### config.mk
export PLATFORM = sky130hd
export DESIGN_NAME = wb_rr_arbiter
export DESIGN_NICKNAME = d
export VERILOG_FILES = /design/src/rtl/wb_pkg.sv /design/src/rtl/wb_watchdog.sv /design/src/rtl/wb_rr_arbiter.sv
export SDC_FILE = /design/constraint.sdc
export NUM_CORES = 1
export LEC_CHECK = 0
export BUFFER_PORTS_ARGS = -buffer_cell sky130_fd_sc_hd__buf_2
export CAP_MARGIN = 20
export CORE_AREA = 2 2 108 110
export DETAILED_ROUTE_END_ITERATION = 8
export DIE_AREA = 0 0 110 112
export HOLD_SLACK_MARGIN = 0.05
export PLACE_DENSITY_LB_ADDON = 0.25
export RECOVER_POWER = 25
export SYNTH_ARGS = -nofsm -noshare
export SYNTH_HDL_FRONTEND = slang
export SYNTH_SLANG_ARGS = --single-unit
### constraint.sdc
create_clock -name i_clk -period 4.35 [get_ports i_clk]
set_clock_uncertainty 0.1 [all_clocks]
set_input_delay 0.87 -clock i_clk [delete_from_list [all_inputs] [get_ports i_clk]]
set_output_delay 0.87 -clock i_clk [all_outputs]
set_load 0.02 [all_outputs]
### src/rtl/wb_pkg.sv
// Shared types and defaults for the two-master Wishbone round-robin arbiter.
package wb_pkg;

    typedef enum logic [1:0] {
        IDLE  = 2'd0,
        OWN_A = 2'd1,
        OWN_B = 2'd2,
        ABORT = 2'd3
    } owner_e;

    localparam int TIMEOUT_CYCLES_DEFAULT = 1024;

endpackage

### src/rtl/wb_watchdog.sv
// Stall/ack watchdog: counts idle bus cycles while the downstream cycle is open
// and flags a timeout on the cycle the count reaches TIMEOUT_CYCLES-1.
module wb_watchdog
    import wb_pkg::*;
#(
    parameter int TIMEOUT_CYCLES = TIMEOUT_CYCLES_DEFAULT
) (
    input  logic i_clk,
    input  logic i_areset_n,
    input  logic i_active,
    input  logic i_clear,
    output logic o_timeout
);

    localparam int CW = $clog2(TIMEOUT_CYCLES + 1);
    localparam logic [CW-1:0] LIMIT = CW'(TIMEOUT_CYCLES - 1);

    logic [CW-1:0] cnt_q, cnt_d;

    always_comb begin
        o_timeout = i_active && (cnt_q == LIMIT);
        // NOTE: default first so every path assigns cnt_d and no latch is inferred.
        cnt_d = cnt_q + CW'(1);
        if (!i_active || i_clear || o_timeout) begin
            cnt_d = '0;
        end
    end

    // NOTE: sequential state uses non-blocking assignments only.
    always_ff @(posedge i_clk or negedge i_areset_n) begin
        if (!i_areset_n) begin
            cnt_q <= '0;
        end else begin
            cnt_q <= cnt_d;
        end
    end

endmodule

### src/rtl/wb_rr_arbiter.sv
// Two-master Wishbone round-robin arbiter with zero-latency pass-through after grant.
// Optional watchdog abort is built when WB_RR_ARBITER_TIMEOUT_EN is defined.
module wb_rr_arbiter
    import wb_pkg::*;
#(
    parameter int AW             = 32,
    parameter int DW             = 32,
    parameter int TIMEOUT_CYCLES = TIMEOUT_CYCLES_DEFAULT
) (
    input  logic          i_clk,
    input  logic          i_areset_n,
    input  logic          i_a_cyc,
    input  logic          i_a_stb,
    input  logic          i_a_we,
    input  logic [AW-1:0] i_a_addr,
    input  logic [DW-1:0] i_a_data,
    output logic          o_a_ack,
    output logic          o_a_stall,
    output logic          o_a_err,
    input  logic          i_b_cyc,
    input  logic          i_b_stb,
    input  logic          i_b_we,
    input  logic [AW-1:0] i_b_addr,
    input  logic [DW-1:0] i_b_data,
    output logic          o_b_ack,
    output logic          o_b_stall,
    output logic          o_b_err,
    output logic [DW-1:0] o_rdata,
    output logic          o_wb_cyc,
    output logic          o_wb_stb,
    output logic          o_wb_we,
    output logic [AW-1:0] o_wb_addr,
    output logic [DW-1:0] o_wb_data,
    input  logic          i_wb_ack,
    input  logic          i_wb_stall,
    input  logic          i_wb_err,
    input  logic [DW-1:0] i_wb_data
);

    owner_e state_q, state_d;
    logic   last_b_q, last_b_d;
    logic   own_a, own_b;
    logic   timeout;

`ifdef WB_RR_ARBITER_TIMEOUT_EN
    logic wd_clear;

    assign wd_clear = (state_q == IDLE) || i_wb_ack || i_wb_err || (o_wb_stb && !i_wb_stall);

    wb_watchdog #(
        .TIMEOUT_CYCLES (TIMEOUT_CYCLES)
    ) u_watchdog (
        .i_clk      (i_clk),
        .i_areset_n (i_areset_n),
        .i_active   (o_wb_cyc),
        .i_clear    (wd_clear),
        .o_timeout  (timeout)
    );
`else
    logic unused_timeout_cfg;

    assign unused_timeout_cfg = (TIMEOUT_CYCLES > 0);
    assign timeout            = 1'b0;
`endif

    assign own_a = (state_q == OWN_A);
    assign own_b = (state_q == OWN_B);

    // Bus side is a pure mux of the owning master; nothing is registered here.
    always_comb begin
        o_wb_cyc  = (own_a && i_a_cyc) || (own_b && i_b_cyc);
        o_wb_stb  = (own_a && i_a_cyc && i_a_stb) || (own_b && i_b_cyc && i_b_stb);
        o_wb_we   = own_b ? i_b_we   : i_a_we;
        o_wb_addr = own_b ? i_b_addr : i_a_addr;
        o_wb_data = own_b ? i_b_data : i_a_data;
        o_rdata   = i_wb_data;

        o_a_stall = own_a ? i_wb_stall : 1'b1;
        o_b_stall = own_b ? i_wb_stall : 1'b1;
        o_a_ack   = own_a && i_a_cyc && i_wb_ack;
        o_b_ack   = own_b && i_b_cyc && i_wb_ack;
        o_a_err   = own_a && ((i_a_cyc && i_wb_err) || timeout);
        o_b_err   = own_b && ((i_b_cyc && i_wb_err) || timeout);
    end

    always_comb begin
        state_d  = state_q;
        last_b_d = last_b_q;
        case (state_q)
            IDLE: begin
                if (i_a_cyc && (!i_b_cyc || last_b_q)) begin
                    state_d  = OWN_A;
                    last_b_d = 1'b0;
                end else if (i_b_cyc) begin
                    state_d  = OWN_B;
                    last_b_d = 1'b1;
                end
            end
            OWN_A: begin
                if (timeout) begin
                    state_d  = ABORT;
                    last_b_d = 1'b0;
                end else if (!i_a_cyc) begin
                    state_d  = i_b_cyc ? OWN_B : IDLE;
                    last_b_d = i_b_cyc;
                end
            end
            OWN_B: begin
                if (timeout) begin
                    state_d  = ABORT;
                    last_b_d = 1'b1;
                end else if (!i_b_cyc) begin
                    state_d  = i_a_cyc ? OWN_A : IDLE;
                    last_b_d = !i_a_cyc;
                end
            end
            default: state_d = IDLE;
        endcase
    end

    always_ff @(posedge i_clk or negedge i_areset_n) begin
        if (!i_areset_n) begin
            state_q  <= IDLE;
            last_b_q <= 1'b1;
        end else begin
            state_q  <= state_d;
            last_b_q <= last_b_d;
        end
    end

endmodule
; ---- Yosys cells after proc, flatten, opt, wreduce, memory -nomap -nowiden
; Index checks and enable logic that the tools add are counted.
[totals]
reg_bits = 3
out_inout_bits = 105
[classes]
n_reduce_logical = 20
muxes = 17
eq_ne = 5
[op_table]
columns = cell, count
row1 = $mux W32, 2
row2 = $logic_and A1 B1 Y1, 11
row3 = $mux W2, 5
row4 = $mux W1, 8
row5 = $pmux W2 S3, 1
row6 = $ne A2 B2 Y1 const B, 2
row7 = $reduce_and A4 Y1, 1
row8 = $logic_or A1 B1 Y1, 3
row9 = $ne A3 B3 Y1 const B, 1
row10 = $pmux W1 S3, 1
row11 = $reduce_and A3 Y1, 1
row12 = $reduce_bool A3 Y1, 1
row13 = $eq A2 B1 Y1 const B, 1
row14 = $eq A2 B2 Y1 const B, 1
row15 = $logic_not A1 Y1, 2
row16 = $logic_not A2 Y1, 1

; ---- Depth between registers and ports, before layout
[logic_depth]
ltp_word = 5
ltp_mapped = 7
mapped_depth_nobuf = 5

; ---- Worst setup path after synthesis
; OpenSTA, ideal clock, no wires.
[synth_timing]
path_kind = register to output
start = register state_q[0]
end = output o_wb_data[14]
required_time_ps = 3380
n_path_buf = 3
t_arrival_ps = 1398
path_stages_with_launch = 7
path_slack_ps = 1982
path_cell_list = dfrtp_1 -> inv_1 -> ha_1 -> buf_2 -> buf_6 -> buf_6 -> mux2_2
[synth_via]
elab_chain_len = 2
[synth_rtl]
columns = element, line
row1 = "start, declared", wb_rr_arbiter.sv:40  ; owner_e state_q, state_d;
row2 = "start signal, assigned", wb_rr_arbiter.sv:126  ; state_q <= state_d;
row3 = $eq A2 B2 Y1, wb_rr_arbiter.sv:67  ; assign own_b = (state_q == OWN_B);
row4 = $mux W32, wb_rr_arbiter.sv:75  ; o_wb_data = own_b ? i_b_data : i_a_data;
row5 = "end, declared", wb_rr_arbiter.sv:33  ; output logic [DW-1:0] o_wb_data,
; Every way passes these cells.

; ---- Worst setup path after layout
[layout_timing]
start = register state_q[0]
end = output o_wb_addr[24]
[layout_via]
elab_chain_len = 2
[layout_rtl]
columns = element, line
row1 = $eq A2 B2 Y1, wb_rr_arbiter.sv:67
row2 = $mux W32, wb_rr_arbiter.sv:74  ; o_wb_addr = own_b ? i_b_addr : i_a_addr;
row3 = "end, declared", wb_rr_arbiter.sv:32  ; output logic [AW-1:0] o_wb_addr,
; Every way passes these cells.

==> impl_table.tex <==
\begin{tabular}{lr}
\hline
Metric & Value \\
\hline
\multicolumn{2}{l}{\textbf{Run}} \\
\quad \# Max-Cap Violations & 0 \\
\multicolumn{2}{l}{\textbf{Worst setup path}} \\
\quad Buffers and inverters on the worst path & 3 \\
\quad Biggest cell delay along the critical path & 580 ps \\
\quad Crit Reg-Reg Endpoint & state\_q[1] \\
\quad Category of the worst setup path capture point & output pin \\
\quad Ordered cell list for the critical path & inv\_1, ha\_2, buf\_12, mux2\_2, buf\_2 \\
\quad Worst r2r path cells & 5 \\
\quad Minimum setup slack among reg-to-reg paths & 2670 ps \\
\quad Cell with the biggest individual delay on the critical path & ha\_2 \\
\quad Path type of the worst setup path & flop to output pin \\
\quad Gate family responsible for the most delay along the worst path & buffers and inverters \\
\quad CP startpoint kind & flop \\
\quad Endpoint arrival time on the critical path & 2220 ps \\
\quad Required @ worst endpoint & 3380 ps \\
\quad Origin of the critical flop-to-flop path & state\_q[1] \\
\quad Maximum fanout encountered on the critical timing path & 43 \\
\multicolumn{2}{l}{\textbf{Timing}} \\
\quad Tmin final & 3190 ps \\
\quad Setup total negative slack & 0 ps \\
\quad Transition time at the pin with the least slew margin & 607 ps \\
\quad Unrepaired setup endpoints after global routing & false \\
\quad Tightest hold margin & 342 ps \\
\quad Highest clock frequency the design can meet & 314 MHz \\
\quad Worst slew slack as a fraction of its limit & 59.5\% \\
\quad Max Slew Vio Count & 0 \\
\quad Final cycle utilization of the critical path & 73.3\% \\
\quad Number of endpoints failing setup at the final stage & 0 \\
\quad Hold Vio Cnt, Final & 0 \\
\multicolumn{2}{l}{\textbf{CTS}} \\
\quad Maximum buffer depth of the clock tree & 2 \\
\quad CTS root buf & clkbuf\_16 \\
\quad Worst-skew pair later-pin latency & 230 ps \\
\quad Setup repair bufs after CTS & 0 \\
\quad Total number of H-tree levels & 1 \\
\quad Post-cts sizing count & 0 \\
\quad Post-CTS Hold Buffers & 0 \\
\quad Total clock buffers created by CTS & 3 \\
\quad Clock-pin slew reported for the worst setup and hold paths after clock tree synthesis & 30 ps \\
\quad Clock tree from TritonCTS & yes \\
\quad Sinks on the clock net & 3 \\
\multicolumn{2}{l}{\textbf{Power and ir drop}} \\
\quad Relative contribution of combinational cells to total power & 82.9\% \\
\quad Clk pwr share & 12.1\% \\
\quad Pwr/cell area & 511 nW/um\^{}2 \\
\quad Worst ir drop on vdd & 0.228 mV \\
\quad Static leakage & 0.00128 uW \\
\quad Final Power & 1220 uW \\
\quad Internal power & 631 uW \\
\quad Switch Pwr & 593 uW \\
\quad Register share of total power & 5.0\% \\
\quad Net Sw Frac & 48.5\% \\
\multicolumn{2}{l}{\textbf{Synth}} \\
\quad Flip-flop cell with the highest count after synthesis & dfrtp\_1 \\
\quad Synthesized Nets & 317 \\
\quad Mean cell area of the mapped netlist & 9.65 um\^{}2 \\
\quad Flip-flop and latch count after synthesis & 3 \\
\quad Yosys warning total & 0 \\
\quad Async S/R FF share, synth & 100\% \\
\quad Number of enable-type register cells in the synthesized netlist & 0 \\
\quad Gate Count Post-Synth & 141 \\
\quad Cell area after synthesis & 1360 um\^{}2 \\
\quad Library cells used by synthesis & 24 \\
\quad Seq/Total Area, Yosys & 5.61\% \\
\multicolumn{2}{l}{\textbf{Detailed routing}} \\
\quad Number of vias after detailed routing & 1708 \\
\quad Starting DRC count in detailed routing & 32 \\
\quad Final routed wire length divided by cell count & 12.1 um \\
\quad Post-route DRC & 0 \\
\quad Vias per inst & 3.71 \\
\quad Number of iterations in the first detailed-routing pass & 4 \\
\quad DRT Wirelength & 5.56 mm \\
\quad Number of nets still failing antenna checks after routing & 0 \\
\multicolumn{2}{l}{\textbf{Finish}} \\
\quad Layout cells sized above 1 & 89.9\% \\
\quad Net count reported at finish & 494 \\
\quad Non-filler instance count after layout & 460 \\
\quad Number of antenna cells inserted & 0 \\
\quad Synth-to-layout area growth & 76.1\% \\
\multicolumn{2}{l}{\textbf{Global routing}} \\
\quad Total global-route track usage & 7.88\% \\
\quad Global-route wire length before repair & 7.76 mm \\
\quad Via count of the first global-routing pass & 1644 \\
\quad Initial antenna violation count & 0 \\
\quad Overflow after GRT & 0 \\
\quad Largest net degree at the start of global routing & 44 \\
\multicolumn{2}{l}{\textbf{Floorplan}} \\
\quad Initial core utilization & 12.2\% \\
\quad Io pins & 276 \\
\quad Number of placement rows & 39 \\
\quad DIE AREA & 12300 um\^{}2 \\
\quad Vert. Die Dim & 112 um \\
\quad Area of the core & 11200 um\^{}2 \\
\quad Die Span X & 110 um \\
\multicolumn{2}{l}{\textbf{Placed design}} \\
\quad I/O Buffers & 211 \\
\quad Detailed placer's ending HPWL & 4.92 mm \\
\quad Total placed cells including tap cells & 456 \\
\quad RePlAce Congestion & 0.676 \\
\multicolumn{2}{l}{\textbf{Run status}} \\
\quad Outcome & completed \\
\multicolumn{2}{l}{\textbf{Min path}} \\
\quad Hold/Removal Path Class & input pin to asynchronous set/reset pin \\
\hline
\end{tabular}
cells in the mapped netlist (2+ instances only):
master / number / area [um^2]
or2b_1: 3 / 22.5
inv_1: 3 / 11.3
mux2_2: 65 / 732
nand3_1: 2 / 10.0
buf_6: 3 / 33.8
buf_2: 5 / 25.0
o21ai_0: 2 / 10.0
ha_1: 5 / 62.6
o41ai_1: 3 / 26.3
and3_2: 3 / 22.5
nand2b_1: 2 / 12.5
dfrtp_1: 2 / 50.1
buf_4: 32 / 240
cells in the final DEF (no fill, tap or decap), drive strengths merged:
cell type,instances
dfstp,1
mux2,65
nand2,1
clkbuf,5
inv,3
or2b,4
ha,5
a22o,1
and3,4
o41ai,3
a221oi,1
and3b,1
nand2b,2
o31ai,1
dfrtp,2
o21ai,2
nor3b,1
buf,211
a21oi,1
a32oi,1
nand3,2
cells by family (layout without fill, tap and decap cells):
kind of cell	Yosys count	after routing	synth area share [%]
adder cells (fa/ha/maj)	5	5	4.60
buffers and inverters	43	219	22.8
AO/OA/AOI/OAI	10	10	5.61
flip-flops	3	3	5.61
multiplexers	65	65	53.8
AND/OR/NAND/NOR	15	15	7.54
layout make-up:
type	instances	area [um^2]
inverter	3	11.3
clock buffer	4	78.8
sequential	3	76.3
multi-input combinational	95	975
fill	1257	8780
timing repair buffer	212	1070
tap	143	179
through the flow:
| stage | setup WS, ps | utilization [%] | cell area (um^2) |
|---|---|---|---|
| finish | 1160 | 21.4 | 2390 |
| global route | 992 | 21.4 | 2390 |
| CTS | 1110 | 21.5 | 2400 |
| detailed placement | 1360 | 20.7 | 2320 |
| global placement | 1390 | 20.7 | 2320 |
| floorplan | 1980 | - | 1360 |
worst max-delay path by stage:
stage	startpoint	endpoint	slack [ps]	cells past startpoint
final	state_q[0]	o_wb_addr[24]	1160	5
after floorplan	state_q[0]	o_wb_data[14]	1980	6
after detailed placement	state_q[0]	o_wb_addr[24]	1360	5
after global placement	state_q[0]	o_wb_addr[24]	1390	5
after global routing	state_q[0]	o_wb_data[11]	990	5
after CTS	state_q[0]	o_wb_addr[24]	1110	5
sequential cells by signal, summed over array words and instances (netlist names):
register and flops:
state_q 2, last_b_q 1
layer usage:
layer	track usage, %	vias up	wire (um)
li1	-	831	-
met1	8.53	744	1960
met2	14.5	122	2790
met3	2.34	11	733
met4	2.19	0	70
met5	0	-	0
power by group through the flow:
stage                     Clock, uW  Combinational, uW  Sequential [uW]
final                           148               1010             61.2
after global routing            152               1100             65.1
after CTS                       151               1030             61.2
after detailed placement          0               1030             61.0
after global placement            0               1030             60.9
after floorplan                   0                785             55.3
(Power assumes the default switching activity.)
